`src/rtl/rca_seq_pkg.sv`:
```
// Shared definitions for the multi-word add sequencer: FSM state encoding and
// the word-index width helper.
package rca_seq_pkg;

  typedef enum logic [1:0] {
    IDLE = 2'd0,
    RUN  = 2'd1,
    DONE = 2'd2
  } state_e;

  // Bits needed to index n word slices; never less than one bit.
  function automatic int idx_width(input int n);
    int w;
    w = 1;
    while ((1 << w) < n) begin
      w = w + 1;
    end
    return w;
  endfunction

endpackage

```
`src/rtl/rca.sv`:
```
// WIDTH-bit ripple carry adder, purely combinational: sum_o/carry_o = a_i + b_i + carry_i.
module rca #(
  parameter int WIDTH = 8
) (
  input  logic [WIDTH-1:0] a_i,
  input  logic [WIDTH-1:0] b_i,
  input  logic             carry_i,
  output logic [WIDTH-1:0] sum_o,
  output logic             carry_o
);

  // Full-adder chain, carry rippling from bit 0 upwards.
  always_comb begin
    logic c;
    c     = carry_i;
    sum_o = '0;
    for (int i = 0; i < WIDTH; i++) begin
      sum_o[i] = a_i[i] ^ b_i[i] ^ c;
      c        = (a_i[i] & b_i[i]) | (c & (a_i[i] ^ b_i[i]));
    end
    carry_o = c;
  end

endmodule

```
`src/rtl/rca_multiword_seq.sv`:
```
// Multi-precision adder: one shared WIDTH-bit rca processes WORDS slices, LS word
// first, with the inter-word carry held in a register and valid/ready on both sides.
module rca_multiword_seq
  import rca_seq_pkg::*;
#(
  parameter int WIDTH = 8,
  parameter int WORDS = 4
) (
  input  logic                   clk,
  input  logic                   rst_n,
  input  logic                   in_valid,
  output logic                   in_ready,
  input  logic [WIDTH*WORDS-1:0] a,
  input  logic [WIDTH*WORDS-1:0] b,
  input  logic                   carry_in,
  output logic                   out_valid,
  input  logic                   out_ready,
  output logic [WIDTH*WORDS-1:0] sum,
  output logic                   carry_out
);

  localparam int TOTAL = WIDTH * WORDS;
  localparam int IDXW  = idx_width(WORDS);
  localparam logic [IDXW-1:0] LAST_IDX = IDXW'(WORDS - 1);

  state_e           state_q;
  logic [IDXW-1:0]  idx_q;
  logic [IDXW-1:0]  idx_d;
  logic [TOTAL-1:0] a_q;
  logic [TOTAL-1:0] b_q;
  logic [TOTAL-1:0] sum_q;
  logic             carry_q;
  logic             in_ready_q;
  logic             out_valid_q;
  logic             carry_out_q;

  logic [WIDTH-1:0] a_word_s;
  logic [WIDTH-1:0] b_word_s;
  logic [WIDTH-1:0] rca_sum_s;
  logic             rca_carry_s;
  logic             last_word_s;

  assign a_word_s    = a_q[int'(idx_q)*WIDTH +: WIDTH];
  assign b_word_s    = b_q[int'(idx_q)*WIDTH +: WIDTH];
  assign idx_d       = idx_q + IDXW'(1);
  assign last_word_s = (idx_q == LAST_IDX);

  rca #(.WIDTH(WIDTH)) u_rca (
    .a_i     (a_word_s),
    .b_i     (b_word_s),
    .carry_i (carry_q),
    .sum_o   (rca_sum_s),
    .carry_o (rca_carry_s)
  );

  // Sequencer FSM; handshake outputs are registered and updated with the state.
  always_ff @(posedge clk) begin
    if (!rst_n) begin
      state_q     <= IDLE;
      idx_q       <= '0;
      a_q         <= '0;
      b_q         <= '0;
      sum_q       <= '0;
      carry_q     <= 1'b0;
      in_ready_q  <= 1'b1;
      out_valid_q <= 1'b0;
      carry_out_q <= 1'b0;
    end else begin
      case (state_q)
        IDLE: begin
          if (in_valid && in_ready_q) begin
            a_q        <= a;
            b_q        <= b;
            carry_q    <= carry_in;
            idx_q      <= '0;
            in_ready_q <= 1'b0;
            state_q    <= RUN;
          end
        end
        RUN: begin
          sum_q[int'(idx_q)*WIDTH +: WIDTH] <= rca_sum_s;
          carry_q <= rca_carry_s;
          idx_q   <= idx_d;
          if (last_word_s) begin
            carry_out_q <= rca_carry_s;
            out_valid_q <= 1'b1;
            state_q     <= DONE;
          end
        end
        DONE: begin
          // Result holds until the consumer takes it; new operands wait for IDLE.
          if (out_ready) begin
            out_valid_q <= 1'b0;
            in_ready_q  <= 1'b1;
            state_q     <= IDLE;
          end
        end
        default: begin
          out_valid_q <= 1'b0;
          in_ready_q  <= 1'b1;
          state_q     <= IDLE;
        end
      endcase
    end
  end

  assign in_ready  = in_ready_q;
  assign out_valid = out_valid_q;
  assign sum       = sum_q;
  assign carry_out = carry_out_q;

endmodule
```
`config.mk`:
```
export PLATFORM = sky130hd
export DESIGN_NAME = rca_multiword_seq
export DESIGN_NICKNAME = d
export VERILOG_FILES = /design/src/rtl/rca_seq_pkg.sv /design/src/rtl/rca.sv /design/src/rtl/rca_multiword_seq.sv
export SDC_FILE = /design/constraint.sdc
export NUM_CORES = 1
export LEC_CHECK = 0
export ABC_AREA = 1
export CAP_MARGIN = 40
export CORE_MARGIN = 2
export CORE_UTILIZATION = 30
export CTS_CLUSTER_SIZE = 8
export DETAILED_ROUTE_END_ITERATION = 6
export SKIP_CTS_REPAIR_TIMING = 1
export SKIP_LAST_GASP = 1
export SYNTH_ARGS = -nofsm -noshare
export SYNTH_HDL_FRONTEND = slang
export SYNTH_SLANG_ARGS = --single-unit
export TNS_END_PERCENT = 1
```
`constraint.sdc`:
```
create_clock -name clk -period 5.88 [get_ports clk]
set_clock_uncertainty 0.2 [all_clocks]
set_input_delay 1.176 -clock clk [delete_from_list [all_inputs] [get_ports clk]]
set_output_delay 1.176 -clock clk [all_outputs]
set_load 0.005 [all_outputs]
```
==> metrics <==
run status=complete, no violations; DRC=0; IO buf count=around 100; post-route worst setup slack=873 ps; Post-Syn Area=~4700 µm²; Final nets=between 800 and 900; H-tree levels=3; Setup crit start kind=flip-flop; Root Driver=clkbuf_16; RSZ-0062 raised after global routing=no; final hold violation count=0; final WL=between 10000 and 15000 µm; Die Y=between 100 and 150 µm; FP Rows=45; switch share=a little over a quarter; first-pass GRT wire length=roughly 20000 µm; CTS sink cnt=approximately 100; Post-Syn Instances=653; Global Route Usage Sum=15.2%; HPWL after detailed placement=9000 µm; Core Util, Final=between 40% and 50%; vias in the first global route=4038; Synth Flop Type=dfxtp_1; Synth async-reset ratio=0%; Die X=about 130 µm; fin area=between 6000 and 7000 µm²; Setup TNS Final=0 ps; Fillers=between 1500 and 2000; worst min path class=reg -> reg; post-route ant nets=0; Switch Pwr=approximately 500 µW; Initial Utilization=30.7%; largest net degree at the start of global routing=between 60 and 70; Core Box Area=between 15000 and 20000 µm²; clock buffer count from CTS=9; Peak Freq=~200 MHz; DRT Pass-1 Iters=4; Critical Path Max Stage Delay=about 520 ps; synth unique cells=25; DRT iter0 DRCs=about 270; Int Pwr=~1.3 mW; WL per Instance=roughly 13 µm; I/O pins=104; worst skew pair latency=350 ps; Pwr per Cell Area=298 nW/µm²; top cell type's share of synthesized area=about 45%; FF-to-FF path depth=17; Lkg Pwr=~2.4 nW; Seq cells post-synth=~100; initial antenna violation count=0; count leader, synth=nor2_1; capturing element type of the critical path=flip-flop; final setup fails=0; clock power share=~38%; Avg Cell Area, Syn=between 7 and 8 µm²; Worst R2R Setup Slack=about 870 ps; DP Cell Count=around 910; Max Cap Violations=0; Synth warnings=0; Gate power share=18.3%; worst setup path end=sum[15]$_SDFFE_PN0P_; Clock transition at path regs=approximately 70 ps; sequential share of power=between 40% and 50%; Slew Viols, Final=0; Worst Tran Pin Value=around 630 ps; Reg area=approximately 2100 µm²; Worst Path Arrival=~5100 ps; area of the multi-input gates=roughly 2200 µm²; final non-filler cell total=~930; Slowest-stage cell, CP=dfxtp_1; ANT cells=0; CP startpoint=idx_q[1]$_SDFFE_PN0P_; vias per cell=between 4 and 5; CTS tree=done; EDFF count, synth=0; Area Growth Syn to Fin=31.2%; RR Startpoint=idx_q[1]$_SDFFE_PN0P_; CP Cell Sequence=inv_1, a21oi_1, fa_1, fa_1, fa_1, fa_1, fa_1, fa_1, inv_1, fa_1, fa_1, inv_1, nor2_1, nand2_1, nor2_1, nor2_1, nor2_1; Yosys top cell by area=dfxtp_1; worst rel slew slack=between 50% and 60%; most frequent CP cell=fa_1; Final Power=1.83 mW; worst-case clock buffer depth=2; Critical Path Fanout Max=21; RD Place Congestion=between 0.8 and 0.9; vias=4184; Fin Hold WS=between 200 and 300 ps; Place WS=roughly 930 ps; CP Class=reg -> reg; share of cells above drive strength 1=about 4.7%; synth cell count leaders=207 x nor2_1, 104 x dfxtp_1, 74 x o21ai_0, 65 x nand2_1; Mapped Nets=between 700 and 800; aggregate global routing overflow=0; sequential area share after synthesis=between 40% and 50%; Period Utilization, post-route=around 85%; Die ar.=16600 µm²; Required @ worst endpoint=slightly below 6000 ps; Area contributors post-synth=dfxtp_1 45%, nor2_1 17%, o21ai_0 7.9%; maximum vdd ir drop=0.154 mV; dpl cell area=slightly below 6000 µm²; post-layout min period=5010 ps; reg2reg end=sum[15]$_SDFFE_PN0P_
critical path, delay by kind of cell (launching register included):
kind | cells | cell delay, ps
simple gates | 5 | 330
compound gates | 1 | 170
buf+inv | 3 | 670
flops | 1 | 520
fa+ha+maj | 8 | 3020
how the worst min path moves through the flow:
| stage | startpoint | endpoint | cells after the start |
|---|---|---|---|
| final | sum[29]$_SDFFE_PN0P_ | sum[29]$_SDFFE_PN0P_ | 2 |
| after global routing | sum[25]$_SDFFE_PN0P_ | sum[25]$_SDFFE_PN0P_ | 2 |
| after CTS | sum[29]$_SDFFE_PN0P_ | sum[29]$_SDFFE_PN0P_ | 2 |
| after detailed placement | sum[29]$_SDFFE_PN0P_ | sum[29]$_SDFFE_PN0P_ | 2 |
| after global placement | sum[28]$_SDFFE_PN0P_ | sum[28]$_SDFFE_PN0P_ | 2 |
| after floorplan | a_q[23]$_SDFFE_PN0P_ | a_q[23]$_SDFFE_PN0P_ | 2 |
area by class of cell:
type,instances,share of cell area [%]
timing repair buffer,107,17.6
inverter,47,2.92
clock inverter,6,1.88
multi-input combinational,466,36.0
tap,188,3.84
clock buffer,10,3.74
sequential,104,34.0
flip-flops by register name (all words and copies together), names as in the netlist:
name       flops
idx_q          2
a_q           32
sum           32
b_q           32
in_ready       1
state_q        2
carry_out      1
out_valid      1
carry_q        1
power groups by stage:
stage	clock network (mW)	registers [mW]	logic, mW
6_report	0.685	0.806	0.334
5_1_grt	0.726	0.815	0.383
4_1_cts	0.697	0.806	0.338
3_5_place_dp	0	0.823	0.337
3_3_place_gp	0	0.822	0.333
2_1_floorplan	0	0.802	0.235
per-layer routing:
metal  part of all wire (%)  vias to the layer above  routed length (µm)  track usage, %
li1                       -                     2238                   -               -
met1                     49                     1853                5830            20.3
met2                     46                       85                5570            25.2
met3                    4.0                        8                 475            3.49
met4                   0.95                        0                 114            3.64
met5                      0                        -                   0               0
placed cells by master, fill, tap and decap left out, types with 4 or more instances in the layout:
master and count:
dfxtp_1 103, clkdlybuf4s50_1 102, fa_1 8, a21oi_1 43, clkbuf_16 9, ha_1 6, nand3_1 16, inv_1 43
nand2_1 65, nor2_1 207, o21ai_0 74, o22ai_1 4, o21ai_1 30
kinds of logic after synthesis:
logic type | synth area share (%)
buf+inv | 8.15
compound gates | 16.3
simple gates | 25.9
flops | 44.6
fa+ha+maj | 5.04
Power figures use the tool's default switching activity.
